<file path="src/rtl/muldiv_sequencer.sv">
// muldiv_sequencer: HI/LO register pair plus a shared 32-step shift/add and
// restoring-divide datapath for signed MULT/DIV. A second path handles MTHI/MTLO.
// The datapath works on operand magnitudes. The FIX state applies the result signs
// and writes HI/LO.
module muldiv_sequencer #(
    parameter int WIDTH = 32,
    parameter int CNT_W = 5
) (
    input  logic             clk,
    input  logic             reset,
    input  logic             start,
    input  logic             op,
    input  logic [WIDTH-1:0] a,
    input  logic [WIDTH-1:0] b,
    input  logic             hi_wr,
    input  logic             lo_wr,
    input  logic [WIDTH-1:0] wr_data,
    output logic             busy,
    output logic             done,
    output logic             div_zero,
    output logic [WIDTH-1:0] hi_out,
    output logic [WIDTH-1:0] lo_out
);

    typedef enum logic [2:0] {
        S_IDLE,
        S_MUL,
        S_DIV,
        S_FIX,
        S_DONE
    } state_t;

    state_t             state_q, state_d;
    logic [CNT_W-1:0]   cnt_q, cnt_d;
    logic [WIDTH-1:0]   hi_q, hi_d;
    logic [WIDTH-1:0]   lo_q, lo_d;
    logic               dz_q, dz_d;

    // Datapath state: mag holds the multiplicand or divisor, sh holds the
    // multiplier or dividend. sh is consumed MSB first.
    logic [2*WIDTH-1:0] acc_q, acc_d;
    logic [WIDTH-1:0]   mag_q, mag_d;
    logic [WIDTH-1:0]   sh_q, sh_d;
    logic               neg_q, neg_d;
    logic               sa_q, sa_d;
    logic               is_div_q, is_div_d;

    logic [2*WIDTH-1:0] mul_next;
    logic [WIDTH:0]     rem_sh;
    logic [WIDTH:0]     trial;
    logic               div_ge;
    logic [2*WIDTH-1:0] div_next;
    logic [2*WIDTH-1:0] prod_fix;
    logic [WIDTH-1:0]   quot_fix;
    logic [WIDTH-1:0]   rem_fix;

    // Two's-complement magnitude. The most negative value maps to itself,
    // which is the correct unsigned magnitude.
    function automatic logic [WIDTH-1:0] abs_val(input logic signed [WIDTH-1:0] v);
        logic [WIDTH-1:0] r;
        r = (v < 0) ? WIDTH'(-v) : WIDTH'(v);
        return r;
    endfunction

    function automatic logic [WIDTH-1:0] cond_neg_w(input logic neg, input logic [WIDTH-1:0] v);
        return neg ? (~v + WIDTH'(1)) : v;
    endfunction

    function automatic logic [2*WIDTH-1:0] cond_neg_2w(input logic neg, input logic [2*WIDTH-1:0] v);
        return neg ? (~v + (2*WIDTH)'(1)) : v;
    endfunction

    // One iteration of each datapath plus the sign fix-up of the final result
    always_comb begin
        mul_next = {acc_q[2*WIDTH-2:0], 1'b0} +
                   (sh_q[WIDTH-1] ? {{WIDTH{1'b0}}, mag_q} : {(2*WIDTH){1'b0}});
        rem_sh   = {acc_q[WIDTH-1:0], sh_q[WIDTH-1]};
        trial    = rem_sh - {1'b0, mag_q};
        div_ge   = ~trial[WIDTH];
        div_next = {acc_q[2*WIDTH-2:WIDTH], div_ge,
                    div_ge ? trial[WIDTH-1:0] : rem_sh[WIDTH-1:0]};
        prod_fix = cond_neg_2w(neg_q, acc_q);
        quot_fix = cond_neg_w(neg_q, acc_q[2*WIDTH-1:WIDTH]);
        rem_fix  = cond_neg_w(sa_q, acc_q[WIDTH-1:0]);
    end

    // Next-state, operand capture and HI/LO update
    always_comb begin
        state_d  = state_q;
        cnt_d    = cnt_q;
        hi_d     = hi_q;
        lo_d     = lo_q;
        dz_d     = 1'b0;
        acc_d    = acc_q;
        mag_d    = mag_q;
        sh_d     = sh_q;
        neg_d    = neg_q;
        sa_d     = sa_q;
        is_div_d = is_div_q;
        case (state_q)
            S_IDLE, S_DONE: begin
                if (hi_wr) hi_d = wr_data;
                if (lo_wr) lo_d = wr_data;
                if (start) begin
                    sa_d     = a[WIDTH-1];
                    neg_d    = a[WIDTH-1] ^ b[WIDTH-1];
                    is_div_d = op;
                    acc_d    = '0;
                    cnt_d    = '0;
                    if (op) begin
                        mag_d = abs_val(b);
                        sh_d  = abs_val(a);
                        if (b == '0) begin
                            state_d = S_DONE;
                            dz_d    = 1'b1;
                        end else begin
                            state_d = S_DIV;
                        end
                    end else begin
                        mag_d   = abs_val(a);
                        sh_d    = abs_val(b);
                        state_d = S_MUL;
                    end
                end else begin
                    state_d = S_IDLE;
                end
            end
            S_MUL, S_DIV: begin
                acc_d = (state_q == S_MUL) ? mul_next : div_next;
                sh_d  = {sh_q[WIDTH-2:0], 1'b0};
                if (cnt_q == CNT_W'(WIDTH - 1)) begin
                    state_d = S_FIX;
                end else begin
                    cnt_d = cnt_q + 1'b1;
                end
            end
            S_FIX: begin
                if (is_div_q) begin
                    lo_d = quot_fix;
                    hi_d = rem_fix;
                end else begin
                    hi_d = prod_fix[2*WIDTH-1:WIDTH];
                    lo_d = prod_fix[WIDTH-1:0];
                end
                cnt_d   = '0;
                state_d = S_DONE;
            end
            default: state_d = S_IDLE;
        endcase
    end

    // Control and architectural HI/LO registers, cleared by reset
    always_ff @(posedge clk) begin
        if (!reset) begin
            state_q <= S_IDLE;
            cnt_q   <= '0;
            hi_q    <= '0;
            lo_q    <= '0;
            dz_q    <= 1'b0;
        end else begin
            state_q <= state_d;
            cnt_q   <= cnt_d;
            hi_q    <= hi_d;
            lo_q    <= lo_d;
            dz_q    <= dz_d;
        end
    end

    // Datapath registers; these are always reloaded before use, so no reset
    always_ff @(posedge clk) begin
        acc_q    <= acc_d;
        mag_q    <= mag_d;
        sh_q     <= sh_d;
        neg_q    <= neg_d;
        sa_q     <= sa_d;
        is_div_q <= is_div_d;
    end

    assign busy     = (state_q == S_MUL) || (state_q == S_DIV) || (state_q == S_FIX);
    assign done     = (state_q == S_DONE);
    assign div_zero = dz_q;
    assign hi_out   = hi_q;
    assign lo_out   = lo_q;

endmodule

</file>
<file path="config.mk">
export PLATFORM = sky130hd
export DESIGN_NAME = muldiv_sequencer
export DESIGN_NICKNAME = d
export VERILOG_FILES = /design/src/rtl/muldiv_sequencer.sv
export SDC_FILE = /design/constraint.sdc
export NUM_CORES = 1
export LEC_CHECK = 0
export BUFFER_PORTS_ARGS = -buffer_cell sky130_fd_sc_hd__buf_2
export CAP_MARGIN = 20
export CELL_PAD_IN_SITES_DETAIL_PLACEMENT = 2
export CELL_PAD_IN_SITES_GLOBAL_PLACEMENT = 2
export CORE_MARGIN = 10
export CORE_UTILIZATION = 35
export DETAILED_ROUTE_END_ITERATION = 7
export PLACE_DENSITY_LB_ADDON = 0.3
export SETUP_SLACK_MARGIN = 0.15
export SLEW_MARGIN = 25
export SYNTH_ARGS = -nofsm -noshare
export SYNTH_HDL_FRONTEND = slang
export SYNTH_SLANG_ARGS = --single-unit
</file>
<file path="constraint.sdc">
create_clock -name clk -period 7.25 [get_ports clk]
set_input_delay 0.725 -clock clk [delete_from_list [all_inputs] [get_ports clk]]
set_output_delay 0.725 -clock clk [all_outputs]
set_load 0.01 [all_outputs]
</file>
; After elaboration in Yosys (flattened, before gate mapping)
; Cells that the tools add are included.
[classes]
addsub = 8
order_cmp = 2
eq_ne = 10
n_mux = 29
bitwise_logic = 5
reduce_logical = 15
[ops]
columns = operator, n
row1 = two-way mux 32 bit, 13
row2 = two-way mux 64 bit, 3
row3 = case mux 32 bit (2 select lines), 3
row4 = case mux 64 bit (2 select lines), 1
row5 = adder 32 x 1 -> 32 bit (second input constant), 2
row6 = adder 64 x 1 -> 64 bit (second input constant), 1
row7 = adder 64 x 32 -> 64 bit, 1
row8 = less-than comparator 32 x 1 -> 1 bit (second input constant), 2
row9 = negation 32 bit, 2
row10 = NOT 32 bit, 2
row11 = NOT 64 bit, 1
row12 = subtractor 33 x 32 -> 33 bit, 1
row13 = zero test 32 bit, 1
row14 = case mux 5 bit (3 select lines), 1
row15 = two-way mux 3 bit, 4
row16 = two-way mux 5 bit, 2
row17 = != test 2 bit (second input constant), 5
row18 = case mux 3 bit (3 select lines), 1
row19 = AND reduction 2 bit, 4
row20 = == test 3 x 2 -> 1 bit (second input constant), 2
row21 = adder 5 x 1 -> 5 bit (second input constant), 1
row22 = == test 5 bit (second input constant), 1
row23 = AND reduction 4 bit, 1
row24 = nonzero test 2 bit, 2
row25 = other kinds (10), 12
[word_totals]
reg_bits = 204
out_inout_bits = 67

; Longest topological paths before layout
; Gate-level depths: netlist (run 1).
[depth]
ltp_word = 5
ltp_mapped = 16
depth_no_buf = 14

; Least setup slack after synthesis (run 1)
; OpenSTA, ideal clock, no wires.
[synth_path]
kind = input port to flip-flop
from = in start
to = reg acc_q[0] (enable)
setup_ns = 0.414
t_arrival_ns = 3.330
required_time_ns = 6.836
path_slack_ns = 3.506
stages = 3
n_path_buf = 1
cell_sequence = and2_1 -> buf_1 -> or2_2
[synth_between]
elab_chain_len = 2
[synth_lines]
columns = item, line
row1 = "start, declared", 11  ; input logic start,
row2 = != test 2 bit (no line), -
row3 = AND reduction 2 bit (no line), -
row4 = "end signal, assigned", 171  ; acc_q <= acc_d;
row5 = "end, declared", 41  ; logic [2*WIDTH-1:0] acc_q, acc_d;
; Every way passes these cells.
; A chain may end at the register's enable or synchronous reset.

; Final worst setup path (run 1)
[layout_path]
from = reg sh_q[31]
to = reg acc_q[22], data pin
[layout_between]
elab_chain_len = 4
[layout_lines]
columns = item, line
row1 = "start, declared", 43  ; logic [WIDTH-1:0] sh_q, sh_d;
row2 = "start signal, assigned", 173  ; sh_q <= sh_d;
row3 = two-way mux 32 bit or subtractor 33 x 32 -> 33 bit (tied branches), "76, 78"
row4 = adder 64 x 32 -> 64 bit or two-way mux 32 bit (tied branches), "75, 81"
row5 = two-way mux 64 bit (*), 129  ; acc_d = (state_q == S_MUL) ? mul_next : div_next;
row6 = case mux 64 bit (2 select lines) (*), 100  ; case (state_q)
; Every way passes the cells marked *; elsewhere a longest branch is shown, timed or not.

==> summary.md, run 1 <==
| Metric | Value |
|---|---|
| Status | finished clean |
| PostCTS Resize Cnt | 0 |
| Total CTS buffers | 27 |
| Max Cap Viol | 0 |
| Setup slack, reg-to-reg | 2.81 ns |
| CP required | 7.53 ns |
| CTS tree | done |
| Antenna viol nets, final | 0 |
| Sink Count | 204 |
| Die Y | 244.5 um |
| DR vias | 17,120 |
| Final instance area | 19,890 um2 |
| Ys Warns | 0 |
| Number of remaining DRC errors | 0 |
| Initial DRC count | 1,013 |
| Unrepaired setup endpoints after global routing | no |
| Share of total power in the clock network | 26.8% |
| CTS Hold Bufs | 0 |
| Die area | 59,800 um2 |
| Asr flop ratio synth | 0% |
| Hpwl dp | 58,430 um |
| Worst VDD drop | 0.1421 mV |
| Clock root cell | clkbuf_16 |
| Drt wl/cell | 26.04 um |
| Top-count cell post-synth | nand2_1 |
| Area of the multi-input gates | 11,470 um2 |
| Minimum clock period | 4.443 ns |
| Total core area | 49,970 um2 |
| Synth top area share | 22.29% |
| FF-to-FF Start | sh_q[31] |
| Post-synthesis sequential area ratio | 30.58% |
| Pleak | 8.164 nW |
| Clock Latency Late Sink | 0.58 ns |
| Ant diodes | 0 |
| Num ports | 169 |
| Rel. slew slack | 33.62% |
| Int Power | 0.003132 W |
| Placed instance count | 2,854 |
| Fillers | 5,704 |
| Post-synth EDFFs | 131 |
| Placed cell area | 18,940 um2 |
| Syn Std Cell Area | 17,650 um2 |
| Input/output buffers | 168 |
| Cell Pwr Density | 272.1 nW/um2 |
| Synth area leader | edfxtp_1 |
| TNS Setup | 0 ns |
| Setup crit start | sh_q[31] |
| P&R area growth vs syn | 12.69% |
| Total global routing overflow | 0 |
| Type of the most critical hold path | primary input to register |
| Dominant cells by area after synthesis | edfxtp_1 (22%), dfxtp_1 (8.3%), xor2_1 (7.1%), xnor2_1 (5.6%), nand2_1 (5.5%) |
| Final Hold Vio Count | 0 |
| Post-Syn Nets | 2,313 |
| Initial core utilization | 35.32% |
| CP Class | register to register |
| Distinct cells, synth | 72 |
| Layout cells sized above 1 | 13.75% |
| Reg area | 5395 um2 |
| Vias in the first global route | 18,360 |
| Hold Path Origin | start |
| Comb pwr share | 40.7% |
| Die width | 244.5 um |
| Post-Syn Instances | 2,138 |
| CTS H-Tree Depth | 1 |
| Setup Viol. Count Final | 0 |
| Worst-Margin Slew | 0.9957 ns |
| Type of origin of the critical path | register |
| Fmax | 0.2251 GHz |
| Initial DRT Pass Iterations | 5 |
| Crit path max fanout | 32 |
| Crit share post-route | 61.28% |
| Most used DFF post-synth | edfxtp_1 |
| P_sw | 0.002278 W |
| Via density | 5.894 |
| Leading cell types by count after synthesis | nand2_1 (259), nor2_1 (162), a21oi_1 (143), xor2_1 (143), edfxtp_1 (131) |
| RD Place Congestion | 0.9199 |
| Max clock buf depth | 3 |
| Largest net degree at the start of global routing | 88 |
| Reg power frac | 32.5% |
| WP data arrival | 4.72 ns |
| Drt total wl | 75,610 um |
| Slew Viols, Final | 0 |
| Overall power | 0.005410 W |
| GRT Overall Usage | 24.48% |
| Syn_area_per_cell | 8.253 um2 |
| Crit end category | register |
| Initial antenna violation count | 2 |
| Worst-path clk slew | 0.07 ns |
| FF+latch count, synth | 204 |
| Number of setup buffers added after CTS | 0 |
| First-pass GRT wire length | 115,900 um |
| Rows | 82 |
| Layout Nets | 2,386 |
| Worst clock skew | 0.01944 ns |
| Sw Share | 42.11% |
| Post-route insts no fill | 2,904 |
[per-stage QoR]
step | hold slack [ns] | worst slack, ns | utilization, %
2_1_floorplan | 0.4951 | 3.506 | -
3_3_place_gp | 0.5059 | 2.389 | 37.90
3_5_place_dp | 0.5129 | 2.542 | 37.91
4_1_cts | 0.4435 | 2.526 | 39.80
5_1_grt | 0.4928 | 2.504 | 39.80
6_report | 0.4591 | 2.807 | 39.80
[path summary, 6_finish.rpt]
kind	end	cells after the start
max	acc_q[22]	13
min	state_q[0]	3
max reg2reg	acc_q[22]	13
min reg2reg	sh_q[29]	1
[final cells by class]
cell class	count	share of cell area, %
tap	672	4.228
clock inverter	17	1.089
sequential	204	27.13
timing repair buffer	189	5.021
clock buffer	33	3.662
multi-input combinational	1726	57.68
inverter	63	1.189
[logic make-up after synthesis]
kind of cell | after synthesis | share of synthesized area, %
AO/OA/AOI/OAI | 530 | 19.07
XOR/XNOR | 256 | 12.71
adder cells (fa/ha/maj) | 73 | 5.261
buffers and inverters | 208 | 4.552
flip-flops | 204 | 30.58
multiplexers | 127 | 7.530
AND/OR/NAND/NOR | 740 | 20.30
[placed cells by master, fill, tap and decap left out, types with 43 or more instances in the layout]
cell,instances
o21ai_0,129
dfxtp_1,73
buf_2,168
edfxtp_1,131
ha_1,71
nor2_1,160
nand2_1,258
a21oi_1,142
mux2i_1,90
inv_1,62
nand3_1,46
o211ai_1,48
xor2_1,143
and3_1,43
xnor2_1,113
[sequential cells by signal (all words and copies together) (netlist names)]
register,flops
neg_q,1
div_zero,1
hi_out,32
acc_q,64
lo_out,32
sh_q,32
mag_q,32
sa_q,1
cnt_q,5
is_div_q,1
state_q,3
[power groups by stage]
stage | Combinational (W) | Clock, W | Sequential, W
2_1_floorplan | 0.00155 | 0 | 0.00158
3_3_place_gp | 0.00206 | 0 | 0.00176
3_5_place_dp | 0.00216 | 0 | 0.00177
4_1_cts | 0.00219 | 0.00147 | 0.00175
5_1_grt | 0.00241 | 0.00152 | 0.00178
6_report | 0.00220 | 0.00145 | 0.00176
[routing by layer]
layer | vias to the layer above | global-route usage, % | share of wire [%]
li1 | 7889 | - | -
met3 | 124 | 3.052 | 4.1
met5 | - | 0 | 0.036
met1 | 8714 | 28.88 | 42
met4 | 4 | 8.073 | 3.3
met2 | 384 | 44.97 | 51
[worst max-delay path: stages, from the launching register on]
cell,delay (ns)
edfxtp_1,0.43
inv_2,0.27
ha_1,0.32
fa_1,0.43
nand2b_1,0.19
a21o_1,0.19
a31o_2,0.25
o2111ai_1,0.37
and3_1,0.25
o21ai_1,0.13
nand2_2,0.56
buf_4,0.41
mux2i_1,0.23
o22ai_1,0.11
Note: power is estimated with default switching activity, not from simulation.
==> inputs of run 2 (changes only) <==
clock period = 4.65 ns   (was 7.25 ns; I/O delays follow)
==> summary.md, run 2 (synthesis results as in run 1) <==
| Metric | Value |
|---|---|
| Clock Latency Late Sink | 0.59 ns |
| Worst VDD drop | 0.3019 mV |
| Cell Pwr Density | 421.5 nW/um2 |
| Type of the most critical hold path | primary input to register |
| Total CTS buffers | 27 |
| Max Cap Viol | 0 |
| Clock root cell | clkbuf_16 |
| Die width | 244.5 um |
| Die Y | 244.5 um |
| Num ports | 169 |
| Drt total wl | 76,340 um |
| Worst-path clk slew | 0.06 ns |
| Layout cells sized above 1 | 14.92% |
| Rel. slew slack | 45.83% |
| Total global routing overflow | 0 |
| Fillers | 5,688 |
| Minimum clock period | 4.245 ns |
| P&R area growth vs syn | 14.34% |
| R2R depth | 13 |
| CP required | 4.93 ns |
| Top reg by flops | acc_q |
| RD Place Congestion | 0.9339 |
| Vias in the first global route | 18,800 |
| Final Hold Vio Count | 0 |
| Layout Nets | 2,419 |
| Antenna viol nets, final | 0 |
| GRT Overall Usage | 24.70% |
| Max clock buf depth | 3 |
| Initial DRC count | 1,016 |
| Most frequent cells in the layout | nand2_1 (259), buf_2 (167), nor2_1 (160) |
| Total core area | 49,970 um2 |
| Hpwl dp | 59,560 um |
| Unrepaired setup endpoints after global routing | no |
| Overall power | 0.008505 W |
| Largest net degree at the start of global routing | 91 |
| Initial DRT Pass Iterations | 5 |
| Crit path max fanout | 27 |
| Crit end category | register |
| Drt wl/cell | 25.99 um |
| WP data arrival | 4.52 ns |
| Via density | 5.866 |
| First-pass GRT wire length | 117,000 um |
| Type of origin of the critical path | register |
| CTS tree | done |
| CTS Hold Bufs | 0 |
| Initial core utilization | 35.32% |
| Rows | 82 |
| Crit share post-route | 91.30% |
| Worst clock skew | 0.04546 ns |
| TNS Setup | 0 ns |
| Die area | 59,800 um2 |
| Input/output buffers | 168 |
| Status | finished clean |
| CTS H-Tree Depth | 1 |
| Worst-Margin Slew | 0.8126 ns |
| Setup Viol. Count Final | 0 |
| Number of remaining DRC errors | 0 |
| Most common cell after layout, fill and taps aside | nand2_1 |
| Slew Viols, Final | 0 |
| DR vias | 17,230 |
| Ant diodes | 0 |
| CP Class | register to register |
| Initial antenna violation count | 1 |
| Sink Count | 204 |
| Hold path cells | 3 |
| Pleak | 8.338 nW |
| Fmax | 0.2356 GHz |
| Max FFs per register | 64 |
[run 2: cell types whose count changed in the layout (fill, tap and decap cells not counted), moves of 2 or more]
cell and delta:
buf_4 +29, clkbuf_16 +3, clkinv_4 -3, buf_12 +2
clkbuf_1 +2
[run 2: through the flow]
step	cell area [um2]	worst slack, ns	cells	hold slack [ns]	utilization (%)
after floorplan	17650	1.012	2138	0.4951	-
after global placement	19170	0.4779	2882	0.5114	38.37
after detailed placement	19170	0.2403	2882	0.5430	38.37
after CTS	20120	0.2933	2932	0.1513	40.27
after global routing	20180	0.1710	2937	0.1704	40.38
final	20180	0.4046	2937	0.1666	40.38
[run 2: where the power goes]
part	total [W]	internal (W)	switching, W
clock	0.00227	0.00137	0.000900
sequential	0.00270	0.00226	0.000440
combinational	0.00353	0.00133	0.00219
total	0.00850	0.00497	0.00353
[run 2: path summary, 6_finish.rpt]
path	from	end	slack, ns
setup / recovery	sh_q[31]	acc_q[4]	0.40
setup reg to reg	sh_q[31]	acc_q[4]	0.40
hold reg to reg	sh_q[28]	sh_q[29]	0.56
hold / removal	start	state_q[0]	0.17
[run 2: final cells by class]
type / instances / area [um2] / area share, %
clock buffer: 38 / 804.5 / 3.988
clock inverter: 12 / 142.6 / 0.7070
inverter: 63 / 240.2 / 1.191
multi-input combinational: 1726 / 11470 / 56.84
sequential: 204 / 5395 / 26.74
tap: 672 / 840.8 / 4.167
timing repair buffer: 221 / 1277 / 6.332
timing repair inverter: 1 / 7.507 / 0.03721
[run 2: worst max-delay path, stage by stage, from the launching register on]
cell        delay, ns
edfxtp_1         0.59
clkinvlp_4       0.31
ha_1             0.28
fa_1             0.42
nand2b_1         0.20
a21o_1           0.21
a31o_2           0.27
o2111ai_1        0.40
and3_1           0.26
o21ai_1          0.14
nand2_1          0.20
buf_12           0.24
mux2i_1          0.31
o22ai_1          0.11
[run 2: repair_timing]
item                                    4_1_cts  5_1_grt
resized for setup                             0        2
buffers inserted                              0        3
endpoints found under the setup margin        0       15
[run 2: routing by layer]
layer	up-vias	global-route usage, %	share of wire [%]
met3	124	2.692	4.1
met5	-	0	0
met2	393	44.60	50
li1	7962	-	-
met1	8749	29.69	42
met4	0	9.005	3.8
==> inputs of run 3 (changes only) <==
CORE_UTILIZATION = 31   (was 35)
clock period = 4 ns   (was 4.65 ns; I/O delays follow)
==> summary.md, run 3 (synthesis results as in run 1) <==
| Metric | Value |
|---|---|
| Share of total power in the clock network | 28.1% |
| Rel. slew slack | 34.61% |
| CP required | 4.36 ns |
| TNS Setup | 0 ns |
| FF-to-FF Start | sh_q[31] |
| Wl on met1 | 33,720 um |
| Unrepaired setup endpoints after global routing | no |
| DR vias | 17,200 |
| Reg power frac | 29.5% |
| Cell Pwr Density | 493.7 nW/um2 |
| Initial core utilization | 31.29% |
| Max stage delay cell, worst path | a211o_1 |
| Final instance area | 20,610 um2 |
| GRT Overall Usage | 22.08% |
| Initial DRT Pass Iterations | 4 |
| P&R area growth vs syn | 16.78% |
| WL met3 | 2107 um |
| Fillers | 6,495 |
| Worst-path clk slew | 0.06 ns |
| Final Hold Vio Count | 0 |
| Worst clock skew | 0.06250 ns |
| Hold Path Origin | start |
| Drt wl/cell | 25.04 um |
| Int Power | 0.005994 W |
| Comb pwr share | 42.4% |
| Most frequent cells in the layout | nand2_1 (259), buf_2 (168), nor2_1 (160) |
| Num ports | 169 |
| Top reg by flops | acc_q |
| Slew Viols, Final | 0 |
| CP Class | register to register |
| Rows | 87 |
| CP Cell Sequence | inv_1, buf_12, buf_4, nor2_1, ha_1, nand2_1, nor2_1, and4_1, a311oi_1, a211o_1, buf_4, o31a_1, o21a_1 |
| Worst VDD drop | 0.3183 mV |
| Max layer used | met4 |
| Fmax | 0.2749 GHz |
| Die width | 258.6 um |
| WP data arrival | 4.00 ns |
| Status | finished clean |
| Placed cell area | 19,520 um2 |
| Initial antenna violation count | 1 |
| RD Place Congestion | 0.9194 |
| Max clock buf depth | 3 |
| Type of the most critical hold path | primary input to register |
| Max FFs per register | 64 |
| Input/output buffers | 168 |
| Crit share post-route | 90.95% |
| Metal2 WL | 38,210 um |
| Die area | 66,860 um2 |
| Overall power | 0.01017 W |
| Setup Viol. Count Final | 0 |
| Crit end category | register |
| Sw Share | 41.08% |
| Worst-Margin Slew | 0.9797 ns |
| Number of remaining DRC errors | 0 |
| Vias in the first global route | 18,730 |
| Via density | 5.642 |
| Clock root cell | clkbuf_16 |
| Max Cap Viol | 0 |
| Hpwl dp | 59,800 um |
| Initial DRC count | 950 |
| Minimum clock period | 3.638 ns |
| Total core area | 56,390 um2 |
| Layout cells sized above 1 | 16.37% |
| Layout Utilization | 36.54% |
| Drt total wl | 76,330 um |
| Total CTS buffers | 28 |
| Largest net degree at the start of global routing | 79 |
| Sink Count | 204 |
| Most common cell after layout, fill and taps aside | nand2_1 |
| CTS tree | done |
| Total global routing overflow | 0 |
| P_sw | 0.004178 W |
| Type of origin of the critical path | register |
| Clock Latency Late Sink | 0.60 ns |
| First-pass GRT wire length | 116,700 um |
| Worst Hold Slack | 0.1395 ns |
| Crit path max fanout | 19 |
| Antenna viol nets, final | 0 |
| Max incr delay on CP | 0.45 ns |
| CTS H-Tree Depth | 1 |
| Layout Nets | 2,445 |
| Die Y | 258.6 um |
| Setup crit start | sh_q[31] |
| Pleak | 8.522 nW |
[run 3: area by class of cell]
cell class                 instances  area, um2  share of cell area (%)
antenna                            1      2.502                 0.01214
clock buffer                      33      794.5                   3.856
clock inverter                    18      239.0                   1.160
inverter                          63      236.5                   1.148
multi-input combinational       1726      11510                   55.85
sequential                       204       5395                   26.18
tap                              756      945.9                   4.590
timing repair buffer             247       1484                   7.201
[run 3: path summary, 6_finish.rpt]
check | cells past startpoint | slack, ns | endpoint
setup / recovery | 13 | 0.36 | acc_q[40]
hold / removal | 3 | 0.14 | state_q[0]
setup reg to reg | 13 | 0.36 | acc_q[40]
hold reg to reg | 2 | 0.53 | sh_q[31]
[run 3: routing by layer]
layer  global-route usage [%]  vias up
met5                        0        -
met4                    6.568        0
met3                    2.206       98
met2                    39.64      307
met1                    27.39     8780
li1                         -     8012
[run 3: worst max-delay path, delay by kind of cell (launching register included)]
kind | cells | cell delay, ns
flops | 1 | 0.42
compound gates | 4 | 1.04
fa+ha+maj | 1 | 0.39
buf+inv | 4 | 0.76
simple gates | 4 | 0.76
[run 3: repair_timing]
item / in CTS / in global routing
endpoints found under the hold margin: 0 / 0
resized for setup: 0 / 10
setup buffers: 0 / 1
hold buffers: 0 / 0
setup endpoints to repair: 0 / 35
[run 3: metrics by stage]
| step | worst slack [ns] | cells |
|---|---|---|
| after floorplan | 0.3619 | 2138 |
| after global placement | 0.2473 | 2995 |
| after detailed placement | 0.2339 | 2995 |
| after CTS | 0.2031 | 3046 |
| after global routing | 0.1557 | 3048 |
| final | 0.3619 | 3048 |
[run 3: power by group through the flow]
stage                     sequential [W]  combinational, W  clock (W)
after floorplan                  0.00287           0.00282          0
after global placement           0.00303           0.00408          0
after detailed placement         0.00305           0.00424          0
after CTS                        0.00301           0.00428    0.00291
after global routing             0.00303           0.00470    0.00299
final                            0.00300           0.00431    0.00286
